File: src/rtl/rv_if_stage.sv
// rv_if_stage: instruction fetch stage with the IF/ID pipeline register.
// Owns the PC, drives a synchronous-read instruction memory, applies
// stall / redirect / flush controls from hazard detection, inserts NOP
// bubbles, and tracks fetch-miss timeouts plus a stall-cycle counter.
module rv_if_stage #(
   parameter logic [31:0] RESET_PC  = 32'h0000_0000,
   parameter logic [31:0] NOP_INSTR = 32'h0000_0013,
   parameter int          TIMEOUT   = 16
) (
   input  logic        clk,
   input  logic        rst,
   input  logic        PC_write_i,
   input  logic        IF_ID_write_i,
   input  logic        IF_flush_i,
   input  logic        branch_taken_i,
   input  logic [31:0] branch_target_i,
   output logic [31:0] imem_addr_o,
   input  logic [31:0] imem_rdata_i,
   input  logic        imem_rvalid_i,
   output logic [31:0] ID_pc_o,
   output logic [31:0] ID_instr_o,
   output logic        ID_valid_o,
   output logic        fetch_err_o,
   output logic [31:0] stall_cnt_o
);

   localparam int MW = (TIMEOUT < 1) ? 1 : $clog2(TIMEOUT + 1);
   localparam logic [MW-1:0] MISS_LIMIT = MW'(TIMEOUT);
   localparam logic [MW-1:0] MISS_ONE   = MW'(1);

   typedef enum logic [1:0] {
      BOOT = 2'd0,
      RUN  = 2'd1,
      MISS = 2'd2
   } state_t;

   state_t        state_q, state_d;
   logic [31:0]   pc_q, pc_d;
   logic [MW-1:0] miss_cnt_q, miss_cnt_d;
   logic          fetch_err_q, fetch_err_d;
   logic [31:0]   stall_cnt_q, stall_cnt_d;
   logic [31:0]   id_pc_q, id_pc_d;
   logic [31:0]   id_instr_q, id_instr_d;
   logic          id_valid_q, id_valid_d;

   logic          fetch_ok;
   logic          redirect;

   // Read data is trusted only once the memory has seen a real address.
   assign fetch_ok = (state_q != BOOT) && imem_rvalid_i;
   assign redirect = branch_taken_i;

   // Next fetch address: redirect, then hold (stall or no data), then advance.
   always_comb begin
      pc_d = pc_q + 32'd4;
      if (rst) begin
         pc_d = RESET_PC;
      end else if (redirect) begin
         pc_d = {branch_target_i[31:2], 2'b00};
      end else if (!PC_write_i || !fetch_ok) begin
         pc_d = pc_q;
      end
   end

   assign imem_addr_o = pc_d;

   // Fetch FSM: boot delay, normal running, and consecutive-miss tracking.
   // A redirect abandons whatever fetch was pending, so rvalid in that cycle
   // has no effect on the state.
   always_comb begin
      state_d    = state_q;
      miss_cnt_d = miss_cnt_q;
      if (redirect) begin
         state_d    = RUN;
         miss_cnt_d = '0;
      end else begin
         case (state_q)
            BOOT: begin
               state_d = RUN;
            end
            RUN: begin
               if (!imem_rvalid_i) begin
                  state_d    = MISS;
                  miss_cnt_d = MISS_ONE;
               end
            end
            MISS: begin
               if (imem_rvalid_i) begin
                  state_d    = RUN;
                  miss_cnt_d = '0;
               end else if (miss_cnt_q < MISS_LIMIT) begin
                  miss_cnt_d = miss_cnt_q + MISS_ONE;
               end
            end
            default: begin
               state_d    = BOOT;
               miss_cnt_d = '0;
            end
         endcase
      end
   end

   // Sticky timeout flag and saturating stall counter.
   always_comb begin
      fetch_err_d = fetch_err_q | (miss_cnt_d == MISS_LIMIT);
      stall_cnt_d = stall_cnt_q;
      if (!PC_write_i && (stall_cnt_q != 32'hFFFF_FFFF)) begin
         stall_cnt_d = stall_cnt_q + 32'd1;
      end
   end

   // IF/ID register: flush/redirect kill, then hold, then capture, else bubble.
   always_comb begin
      id_pc_d    = id_pc_q;
      id_instr_d = id_instr_q;
      id_valid_d = id_valid_q;
      if (IF_flush_i || redirect) begin
         id_pc_d    = pc_q;
         id_instr_d = NOP_INSTR;
         id_valid_d = 1'b0;
      end else if (!IF_ID_write_i) begin
         id_pc_d    = id_pc_q;
      end else if (fetch_ok) begin
         id_pc_d    = pc_q;
         id_instr_d = imem_rdata_i;
         id_valid_d = 1'b1;
      end else begin
         id_pc_d    = pc_q;
         id_instr_d = NOP_INSTR;
         id_valid_d = 1'b0;
      end
   end

   // State registers with synchronous reset.
   always_ff @(posedge clk) begin
      if (rst) begin
         state_q     <= BOOT;
         pc_q        <= RESET_PC;
         miss_cnt_q  <= '0;
         fetch_err_q <= 1'b0;
         stall_cnt_q <= '0;
         id_pc_q     <= '0;
         id_instr_q  <= NOP_INSTR;
         id_valid_q  <= 1'b0;
      end else begin
         state_q     <= state_d;
         pc_q        <= pc_d;
         miss_cnt_q  <= miss_cnt_d;
         fetch_err_q <= fetch_err_d;
         stall_cnt_q <= stall_cnt_d;
         id_pc_q     <= id_pc_d;
         id_instr_q  <= id_instr_d;
         id_valid_q  <= id_valid_d;
      end
   end

   assign ID_pc_o     = id_pc_q;
   assign ID_instr_o  = id_instr_q;
   assign ID_valid_o  = id_valid_q;
   assign fetch_err_o = fetch_err_q;
   assign stall_cnt_o = stall_cnt_q;

endmodule

File: config.mk
export PLATFORM = sky130hd
export DESIGN_NAME = rv_if_stage
export DESIGN_NICKNAME = d
export VERILOG_FILES = /design/src/rtl/rv_if_stage.sv
export SDC_FILE = /design/constraint.sdc
export NUM_CORES = 1
export LEC_CHECK = 0
export CORE_ASPECT_RATIO = 0.9
export CORE_UTILIZATION = 35
export DETAILED_ROUTE_END_ITERATION = 12
export GPL_TIMING_DRIVEN = 0
export SYNTH_ARGS = -nofsm -noshare
export SYNTH_HDL_FRONTEND = slang
export SYNTH_SLANG_ARGS = --single-unit
export TNS_END_PERCENT = 10
File: constraint.sdc
create_clock -name clk -period 7.3 [get_ports clk]
set_clock_uncertainty 0.15 [all_clocks]
set_input_delay 1.46 -clock clk [delete_from_list [all_inputs] [get_ports clk]]
set_output_delay 1.46 -clock clk [all_outputs]
set_load 0.02 [all_outputs]
==> results.cfg <==
[pwr]
sequentialPowerShare_pct = 41.6
switching_share_pct = 25.7
peakVddDrop_mv = 0.154
power.density_mw_per_mm2 = 210
leakagePower_nw = 3.10
intPower_mw = 1.42
combinationalPowerShare_pct = 11.2
p_sw_mw = 0.491
p_clk_share_pct = 47.2

[detailed_routing]
firstDrtPassIters = 4
routed_via_density = 5.07
ant_nets = 0
drc_errors = 0
wl_per_cell_um = 16.2
drt_iter0_drc = 382
vias = 6292
wirelength_mm = 20.1

[placed_design]
post-dp-hpwl_mm = 14.7
port_buffers = 196
place_area_mm2 = 0.00849
gp_congestion = 0.846
dp_slack_ps = 919

[sta]
layout_min_cycle_time_ps = 6450
max_freq_ghz = 0.155
maxSlewViolCount = 0
fin_crit_sh_pct = 88.4
tns_ps = 0
fin_ws_ps = 846
final-hold-violation-count = 0
setup_viol = 0
tightest_slew_ps = 887
slew_headroom_pct = 40.4
rsz0062_at_grt = no

[setup_path]
r2r_start = stall_cnt_o[0]
path_class = in -> out
crit_path_start_kind = input pin
ff2ff_setup_slack_ps = 4460
timing.critical_path.to = imem_addr_o[11]
critPathArrivalTime_ps = 4840
ff2ff_path_depth = 6
end_kind = output pin
r2r_end = stall_cnt_o[26]
crit_fanout = 9
setup.worst_path.start = PC_write_i
required_ps = 5690

[die]
ios = 201
die-area_mm2 = 0.0184
die_y_um = 129
num_rows = 45
core-area_mm2 = 0.0172
start_util_pct = 36.3
die_width_um = 143

[synth]
yosysWarningCount = 0
synth.net_count = 851
ys_async_sr_fraction_pct = 0
synth_area_leaders = dfxtp_1, a21oi_1, nand2_1
post-synth-top-count-cell = dfxtp_1
synth-main-ff-cell = dfxtp_1
avgSynthCellArea_um2 = 8.02
netlist_area_mm2 = 0.00623
synth-edff-count = 0
synth_common_cells = dfxtp_1, nand2_1, a21oi_1, nor2_1, clkbuf_1
yosysUniqueCellTypes = 51
ys_seq_area_share_pct = 44.0
synth_top_area_cell = dfxtp_1
synth_seq_cells = 137
synth_cells = 777
synth.top_cell.area_share_pct = 44.0

[hold_path]
worst_hold_path_type = reg -> reg

[clock_network]
path_clk_slew_ps = 60
worstSkewPairLatency_ps = 420
cts_hold_buf = 0
cts-resized-gates = 0
tritoncts = yes
htreeDepth = 4
cts.path.max_buffers = 2
cts_sinks = 137
post_cts_buffers = 0
clockRootBuffer = clkbuf_16
numCtsBuffers = 17

[grt]
grt_pass1_vias = 5973
grt_pass1_wl_mm = 31.6
grt_use_total_pct = 22.4
grt_max_degree = 17
grt_overflow = 0
antenna_found_initial = 0

[cells_and_area]
drive_above_1_share_pct = 4.18
stdcell_area_mm2 = 0.00910
finalNetCount = 1066
antenna_cells = 0
syn_to_final_growth_pct = 46.0

[job]
drv_cap = 0

[outcome]
status = finished, final reports clean
cell type report:
class,count,area (um2)
tap,235,294
inverter,12,45.0
clock inverter,13,169
sequential,137,2740
multi-input combinational,583,3270
buffer,45,176
clock buffer,19,443
fill,1676,8070
timing repair buffer,196,1960
worst min-delay path by stage:
stage               cells after the start   startpoint           to  slack [ps]
finish                                  2  ID_pc_o[28]  ID_pc_o[28]         300
global route                            2  ID_pc_o[27]  ID_pc_o[27]         320
CTS                                     2  ID_pc_o[29]  ID_pc_o[29]         300
detailed placement                      2  ID_pc_o[29]  ID_pc_o[29]         290
global placement                        2   ID_pc_o[0]   ID_pc_o[0]         290
floorplan                               2      pc_q[0]   ID_pc_o[0]         290
sequential cells by signal, summed over array words and instances, names as in the netlist:
| signal | cells |
|---|---|
| ID_instr_o | 32 |
| ID_valid_o | 1 |
| miss_cnt_q | 5 |
| state_q | 2 |
| ID_pc_o | 32 |
| pc_q | 32 |
| stall_cnt_o | 32 |
| fetch_err_o | 1 |
routing by layer:
layer  global-route usage [%]  part of all wire [%]  vias up
met3                     4.73                   6.4       19
met1                     31.9                    50     2869
met5                        0                     0        -
li1                         -                     -     3201
met2                     33.4                    42      203
met4                     7.34                   1.3        0
layout by cell type, fill, tap and decap left out, types with 3 or more instances in the layout:
| master | instances |
|---|---|
| mux2_2 | 3 |
| nor2_1 | 82 |
| a21oi_1 | 97 |
| xor2_1 | 17 |
| clkbuf_16 | 17 |
| a32oi_1 | 5 |
| and2_1 | 6 |
| a211oi_1 | 24 |
| ha_1 | 3 |
| clkbuf_1 | 40 |
| nand2_1 | 106 |
| nor3_1 | 10 |
| nand3_1 | 36 |
| nand2b_1 | 3 |
| nor2b_1 | 34 |
| o211ai_1 | 10 |
| or3_1 | 17 |
| and3_1 | 10 |
| buf_1 | 5 |
| nor4_1 | 5 |
| dfxtp_1 | 137 |
| nand4_1 | 13 |
| o21ai_0 | 27 |
| or4_1 | 10 |
| mux2i_1 | 5 |
| inv_6 | 3 |
| xnor2_1 | 11 |
| and4_1 | 14 |
| o31ai_1 | 4 |
| o22ai_1 | 3 |
| clkdlybuf4s50_1 | 196 |
| bufinv_16 | 3 |
| clkinv_4 | 4 |
| inv_1 | 11 |
cell families (layout without fill, tap and decap cells):
group / count (synthesis) / count (layout) / synth area share, %
compound gates: 183 / 183 / 17.4
xor+xnor: 28 / 28 / 3.93
fa+ha+maj: 3 / 3 / 0.602
buf+inv: 57 / 285 / 3.55
flops: 137 / 137 / 44.0
mux: 8 / 8 / 1.34
simple gates: 361 / 361 / 29.1
through the flow:
step / utilization (%) / total power, mW / hold slack [ps] / cells
4_1_cts: 53.0 / 1.93 / 303 / 1240
3_3_place_gp: 49.4 / 1.02 / 291 / 1208
2_1_floorplan: - / 0.910 / 290 / 777
3_5_place_dp: 49.4 / 1.02 / 294 / 1208
5_1_grt: 53.0 / 1.99 / 318 / 1240
6_report: 53.0 / 1.91 / 299 / 1240
critical path: stages:
cell and delay (ps):
clkdlybuf4s50_1 590, o211ai_1 370, nor3_1 830, nand2_1 200, a2111oi_0 660, clkdlybuf4s50_1 730
power groups by stage:
| stage | logic, mW | clock network [mW] | registers (mW) |
|---|---|---|---|
| 6_report | 0.214 | 0.903 | 0.795 |
| 5_1_grt | 0.231 | 0.960 | 0.798 |
| 4_1_cts | 0.215 | 0.919 | 0.794 |
| 3_5_place_dp | 0.213 | 0 | 0.811 |
| 3_3_place_gp | 0.214 | 0 | 0.811 |
| 2_1_floorplan | 0.0924 | 0 | 0.817 |
Note: power is estimated with default switching activity, not from simulation.
